File: src/rtl/frame_dump_arbiter.sv
// Round-robin arbiter that shares the 256-word PC readout buffer
// between NREQ frame sources using the PC toggle handshake.
module frame_dump_arbiter #(
  parameter int NREQ = 4
) (
  input  logic                   clk,
  input  logic                   rst_n,
  input  logic [NREQ-1:0]        req,
  input  logic [32*NREQ-1:0]     src_data,
  output logic [NREQ-1:0]        grant,
  output logic [NREQ-1:0]        done,
  input  logic                   handshakePC,
  output logic                   handshakeFPGA,
  output logic                   we,
  output logic [7:0]             address,
  output logic [31:0]            data,
  output logic [23:0]            framecount,
  output logic                   busy
);

  localparam logic [2:0] S_IDLE = 3'd0;
  localparam logic [2:0] S_WAIT = 3'd1;
  localparam logic [2:0] S_HDR  = 3'd2;
  localparam logic [2:0] S_DUMP = 3'd3;
  localparam logic [2:0] S_DONE = 3'd4;

  localparam logic [NREQ-1:0] ONE = {{(NREQ-1){1'b0}}, 1'b1};
  localparam logic [2:0] LAST_RST = 3'(NREQ - 1);

  logic [2:0]      state;
  logic [2:0]      nstate;
  logic [2:0]      sel;
  logic [2:0]      last;
  logic [2:0]      pick;
  logic [7:0]      addr;
  logic            hs;
  logic [23:0]     fcnt;
  logic            any_req;
  logic            sel_req;
  logic [NREQ-1:0] sel_oh;
  logic [31:0]     src_word;

  function automatic logic [2:0] rot(input logic [2:0] b, input int o);
    int t;
    t = (int'(b) + o) % NREQ;
    return t[2:0];
  endfunction

  // Descending scan so the smallest offset from last+1 wins;
  // offset NREQ is last itself, the lowest priority.
  always_comb begin
    pick = '0;
    for (int i = NREQ; i >= 1; i--) begin
      if (|(req & (ONE << rot(last, i))))
        pick = rot(last, i);
    end
  end

  assign any_req = |req;
  assign sel_oh  = ONE << sel;
  assign sel_req = |(req & sel_oh);

  always_comb begin
    src_word = '0;
    for (int i = 0; i < NREQ; i++) begin
      if (sel == 3'(i))
        src_word = src_data[32*i +: 32];
    end
  end

  always_comb begin
    nstate = state;
    case (state)
      S_IDLE: begin
        if (any_req)
          nstate = S_WAIT;
      end
      S_WAIT: begin
        if (!sel_req)
          nstate = S_IDLE;
        else if (handshakePC == hs)
          nstate = S_HDR;
      end
      S_HDR:  nstate = S_DUMP;
      S_DUMP: begin
        if (addr == 8'hFF)
          nstate = S_DONE;
      end
      S_DONE: nstate = S_IDLE;
      default: nstate = S_IDLE;
    endcase
  end

  always_ff @(posedge clk or negedge rst_n) begin
    if (!rst_n) begin
      state <= S_IDLE;
      sel   <= '0;
      last  <= LAST_RST;
      addr  <= '0;
      hs    <= 1'b0;
      fcnt  <= '0;
    end else begin
      state <= nstate;
      if (state == S_IDLE && any_req)
        sel <= pick;
      if (state == S_HDR)
        addr <= 8'd1;
      else if (state == S_DUMP && addr != 8'hFF)
        addr <= addr + 8'd1;
      else
        addr <= '0;
      if (state == S_DONE) begin
        hs   <= ~hs;
        fcnt <= fcnt + 24'd1;
        last <= sel;
      end
    end
  end

  always_comb begin
    we    = 1'b0;
    grant = '0;
    done  = '0;
    data  = '0;
    case (state)
      S_HDR: begin
        we   = 1'b1;
        data = {5'b0, sel, fcnt};
      end
      S_DUMP: begin
        we    = 1'b1;
        grant = sel_oh;
        data  = src_word;
      end
      S_DONE: done = sel_oh;
      default: ;
    endcase
  end

  assign busy          = (state != S_IDLE);
  assign address       = addr;
  assign handshakeFPGA = hs;
  assign framecount    = fcnt;

endmodule
File: config.mk
export PLATFORM = sky130hd
export DESIGN_NAME = frame_dump_arbiter
export DESIGN_NICKNAME = d
export VERILOG_FILES = /design/src/rtl/frame_dump_arbiter.sv
export SDC_FILE = /design/constraint.sdc
export NUM_CORES = 1
export LEC_CHECK = 0
export ABC_AREA = 1
export BUFFER_PORTS_ARGS = -buffer_cell sky130_fd_sc_hd__buf_2
export CORE_UTILIZATION = 40
export DETAILED_ROUTE_END_ITERATION = 7
export GPL_ROUTABILITY_DRIVEN = 0
export PLACE_DENSITY = 0.86
export REMOVE_ABC_BUFFERS = 1
export SLEW_MARGIN = 30
export SYNTH_ARGS = -nofsm -noshare
export SYNTH_HDL_FRONTEND = slang
export SYNTH_SLANG_ARGS = --single-unit
File: constraint.sdc
create_clock -name clk -period 4.4 [get_ports clk]
set_input_delay 0.22 -clock clk [delete_from_list [all_inputs] [get_ports clk]]
set_output_delay 0.22 -clock clk [all_outputs]
set_load 0.05 [all_outputs]
==> run summary <==
GLOBAL ROUTING
----------------------------------------------------------------------------------
GRT Util Overall                                                             26.7%
Number of global-route vias before repair                                    3,838
Number of antenna violations at the first check in global routing                0
First-pass GRT wire length                                               18,600 µm
Sum of overflow across all layers after global routing                           0
Pin count of the biggest net entering global routing                            44

CTS
----------------------------------------------------------------------------------
Largest buffer count on any clock path                                           2
Number of clock sinks                                                           40
CTS tree                                                                       yes
Number of buffers inserted during clock tree synthesis                           5
Worst-path clk slew                                                        0.09 ns
CTS H-Tree Depth                                                                 2
Clk Latency, worst-skew pair                                               0.30 ns
Post-CTS sizing                                                                  0
Root buffer cell                                                      sky130_fd_sc_hd__clkbuf_8

FLOORPLAN
----------------------------------------------------------------------------------
Die Width                                                                  95.6 µm
Core ar.                                                                  8340 µm²
Die Span Y                                                                 95.6 µm
Effective utilization at floorplan                                           42.0%
Number of ports placed on the die boundary                                     210
Die Footprint                                                             9150 µm²
Number of cell rows                                                             33

POWER
----------------------------------------------------------------------------------
Power density normalized to cell area                                   192 nW/µm²
Pleak                                                                   0.00254 µW
Maximum resistive drop on vdd                                               185 µV
Overall Power                                                               907 µW

STA
----------------------------------------------------------------------------------
Hold Violations, Final                                                           0
Clock skew                                                              0.00415 ns
Final critical-path required period                                        3.09 ns
Sum of negative setup slack                                                   0 ns
Slew at the pin with the worst max-slew slack                             0.846 ns
Pins Over Slew Limit                                                             0
Hold_ws                                                                   0.376 ns
Final cycle utilization of the critical path                                 70.3%
Tightest slew margin relative to the limit                                   43.4%
Setup repair after global routing missed its margin                          false
Final setup vio count                                                            0
Peak Freq                                                                  323 MHz
Final worst slack                                                          1.31 ns

CELLS AND AREA
----------------------------------------------------------------------------------
Filler Cell Count                                                              847
Share of final-layout standard cells stronger than drive strength 1          34.5%
Final nets                                                                     877
Signed area change from the synthesized netlist to the final layout          34.8%
Fin area                                                                  4730 µm²
Count of inserted antenna diode cells                                            0

ROUTE
----------------------------------------------------------------------------------
First-pass detailed-route iteration total                                        5
Total routed wirelength                                                  12,800 µm
Detailed-route vias per instance                                              5.23
Detailed Route Iter0 Violations                                                216
Post-DRT Antenna Nets                                                            0
Total DRC errors in the routed layout                                            0
Routed length per instance                                                 15.2 µm
Total number of vias                                                         4,401

CRITICAL PATH
----------------------------------------------------------------------------------
Setup CP Type                                                              reg2out
Crit path capture type                                                 output port
CP max-delay cell                                                     sky130_fd_sc_hd__nor2_1
Critical Path Start Type                                                 flip-flop
Arrival time of the worst setup path                                       2.87 ns
Delay of the slowest cell on the worst path                                0.81 ns
Logic depth of the worst register-to-register path                               6
Crit path required time                                                    4.18 ns
Worst-path cell chain                                                 inv_1 -> nand3_2 -> nor2_1 -> o2111ai_1 -> o211ai_1 -> buf_2
Highest net fanout along the worst path                                         21

LOGIC SYNTHESIS
----------------------------------------------------------------------------------
Number of instances in the synthesized netlist                                 538
Synthesized area per cell                                                 6.52 µm²
Sequential cell area fraction in the yosys report                            28.6%
Warning count from the yosys run                                                 0
Number of synthesized register bits                                             40
Post-synthesis instance area                                              3510 µm²
Count of distinct cell types in the synthesized netlist                         34

HOLD PATH
----------------------------------------------------------------------------------
Number of instances on the worst hold path                                       5
Tightest Hold Check Type                                                    in2reg

STATUS
----------------------------------------------------------------------------------
Outcome                                                               finished, final reports clean

PLACED DESIGN
----------------------------------------------------------------------------------
Post-placement worst setup slack                                           1.67 ns
Final HPWL DP                                                            10,000 µm
Quantity of I/O buffers inserted on ports                                      209
Area post-placement                                                       4600 µm²

JOB
----------------------------------------------------------------------------------
Total of max-cap violations                                                      0

[cell usage after synthesis, drive strengths merged]
| master | instances | area share (%) |
|---|---|---|
| nor2 | 47 | 6.1 |
| nand2 | 141 | 15 |
| nor4 | 1 | 0.36 |
| ha | 6 | 2.1 |
| inv | 75 | 8.0 |
| xor2 | 19 | 4.7 |
| or2 | 12 | 2.1 |
| nand4 | 13 | 2.3 |
| o21a | 1 | 0.21 |
| dfstp | 2 | 1.5 |
| buf | 17 | 2.6 |
| o2111ai | 10 | 2.5 |
| nand3 | 58 | 8.9 |
| o211ai | 14 | 3.0 |
| o22ai | 18 | 3.2 |
| nand3b | 1 | 0.21 |
| clkbuf | 6 | 0.68 |
| o31ai | 3 | 0.64 |
| nor3 | 10 | 1.4 |
| nor3b | 3 | 0.64 |
| a21oi | 1 | 0.14 |
| dfrtp | 38 | 27 |
| o21ai | 41 | 5.9 |
| xnor2 | 1 | 0.25 |
[flip-flops by register name, indices dropped and copies added (netlist names)]
name,cells
state,3
last,2
sel,2
handshakeFPGA,1
framecount,24
address,8
[layout by cell type (no fill, tap or decap)]
| master | instances |
|---|---|
| sky130_fd_sc_hd__a21oi_1 | 1 |
| sky130_fd_sc_hd__buf_2 | 208 |
| sky130_fd_sc_hd__buf_4 | 5 |
| sky130_fd_sc_hd__bufinv_16 | 1 |
| sky130_fd_sc_hd__clkbuf_8 | 5 |
| sky130_fd_sc_hd__clkinvlp_4 | 1 |
| sky130_fd_sc_hd__dfrtp_1 | 38 |
| sky130_fd_sc_hd__dfstp_2 | 2 |
| sky130_fd_sc_hd__dlygate4sd3_1 | 1 |
| sky130_fd_sc_hd__ha_1 | 6 |
| sky130_fd_sc_hd__inv_1 | 69 |
| sky130_fd_sc_hd__inv_2 | 6 |
| sky130_fd_sc_hd__inv_6 | 1 |
| sky130_fd_sc_hd__nand2_1 | 138 |
| sky130_fd_sc_hd__nand2_2 | 3 |
| sky130_fd_sc_hd__nand3_1 | 55 |
| sky130_fd_sc_hd__nand3_2 | 2 |
| sky130_fd_sc_hd__nand3_4 | 1 |
| sky130_fd_sc_hd__nand3b_1 | 1 |
| sky130_fd_sc_hd__nand4_1 | 13 |
| sky130_fd_sc_hd__nor2_1 | 40 |
| sky130_fd_sc_hd__nor2_2 | 3 |
| sky130_fd_sc_hd__nor2_4 | 4 |
| sky130_fd_sc_hd__nor3_1 | 10 |
| sky130_fd_sc_hd__nor3b_1 | 3 |
| sky130_fd_sc_hd__nor4_2 | 1 |
| sky130_fd_sc_hd__o2111ai_1 | 10 |
| sky130_fd_sc_hd__o211ai_1 | 14 |
| sky130_fd_sc_hd__o21a_1 | 1 |
| sky130_fd_sc_hd__o21ai_0 | 38 |
| sky130_fd_sc_hd__o21ai_1 | 3 |
| sky130_fd_sc_hd__o22ai_1 | 18 |
| sky130_fd_sc_hd__o31ai_1 | 3 |
| sky130_fd_sc_hd__or2_0 | 1 |
| sky130_fd_sc_hd__or2_2 | 11 |
| sky130_fd_sc_hd__xnor2_1 | 1 |
| sky130_fd_sc_hd__xor2_1 | 19 |
[worst max-delay path: cells and delay by family, from the launching register on]
kind,cells,cell delay (ns)
AOI/OAI and AO/OA,2,0.48
DFF,1,0.46
buffers and inverters,2,0.43
and+or+nand+nor,2,1.20
[stage by stage]
step	std cells	utilization, %
2_1_floorplan	515	-
3_3_place_gp	833	55.2
3_5_place_dp	833	55.2
4_1_cts	841	56.5
5_1_grt	842	56.7
6_report	842	56.7
[layout make-up]
cell class,instances,area [µm²],area share [%]
repair buffers,214,1090,23.0
inverters,75,282,5.95
well taps,105,131,2.78
flip-flops and latches,40,1000,21.2
clock inverters,3,46.3,0.979
multi-input cells,400,2110,44.6
clock buffers,5,68.8,1.46
[cell families after synthesis]
group | share of synthesized area, %
xor+xnor | 4.99
compound gates | 15.6
simple gates | 37.4
fa+ha+maj | 2.14
buf+inv | 11.3
flops | 28.6
[what timing repair did]
item / CTS / global route
buffers inserted: 0 / 0
endpoints found under the hold margin: 0 / 38
hold buffers: 0 / 1
[per-layer routing]
metal | GRT usage (%) | wire, µm | vias up
li1 | - | - | 2171
met1 | 36.6 | 5560 | 1978
met2 | 43.0 | 5930 | 226
met3 | 3.43 | 1030 | 26
met4 | 9.08 | 243 | 0
met5 | 0 | 0 | -
[final timing paths]
check / from / slack [ns] / to
worst min-delay path: handshakePC / 0.38 / state[1]
max in group asynchronous: rst_n / 3.60 / last[1]
worst max register to register: state[2] / 2.36 / state[1]
min in group asynchronous: rst_n / 0.42 / framecount[16]
worst max-delay path: state[2] / 1.31 / data[12]
worst min register to register: handshakeFPGA / 0.52 / handshakeFPGA
[power breakdown]
group	internal (µW)	switching (µW)	leakage [µW]	total, µW
clock network	171	143	0.0000548	314
registers	368	0.106	0.000522	368
logic	82.3	143	0.00197	226
No activity file was read; power rests on OpenSTA's default activity.
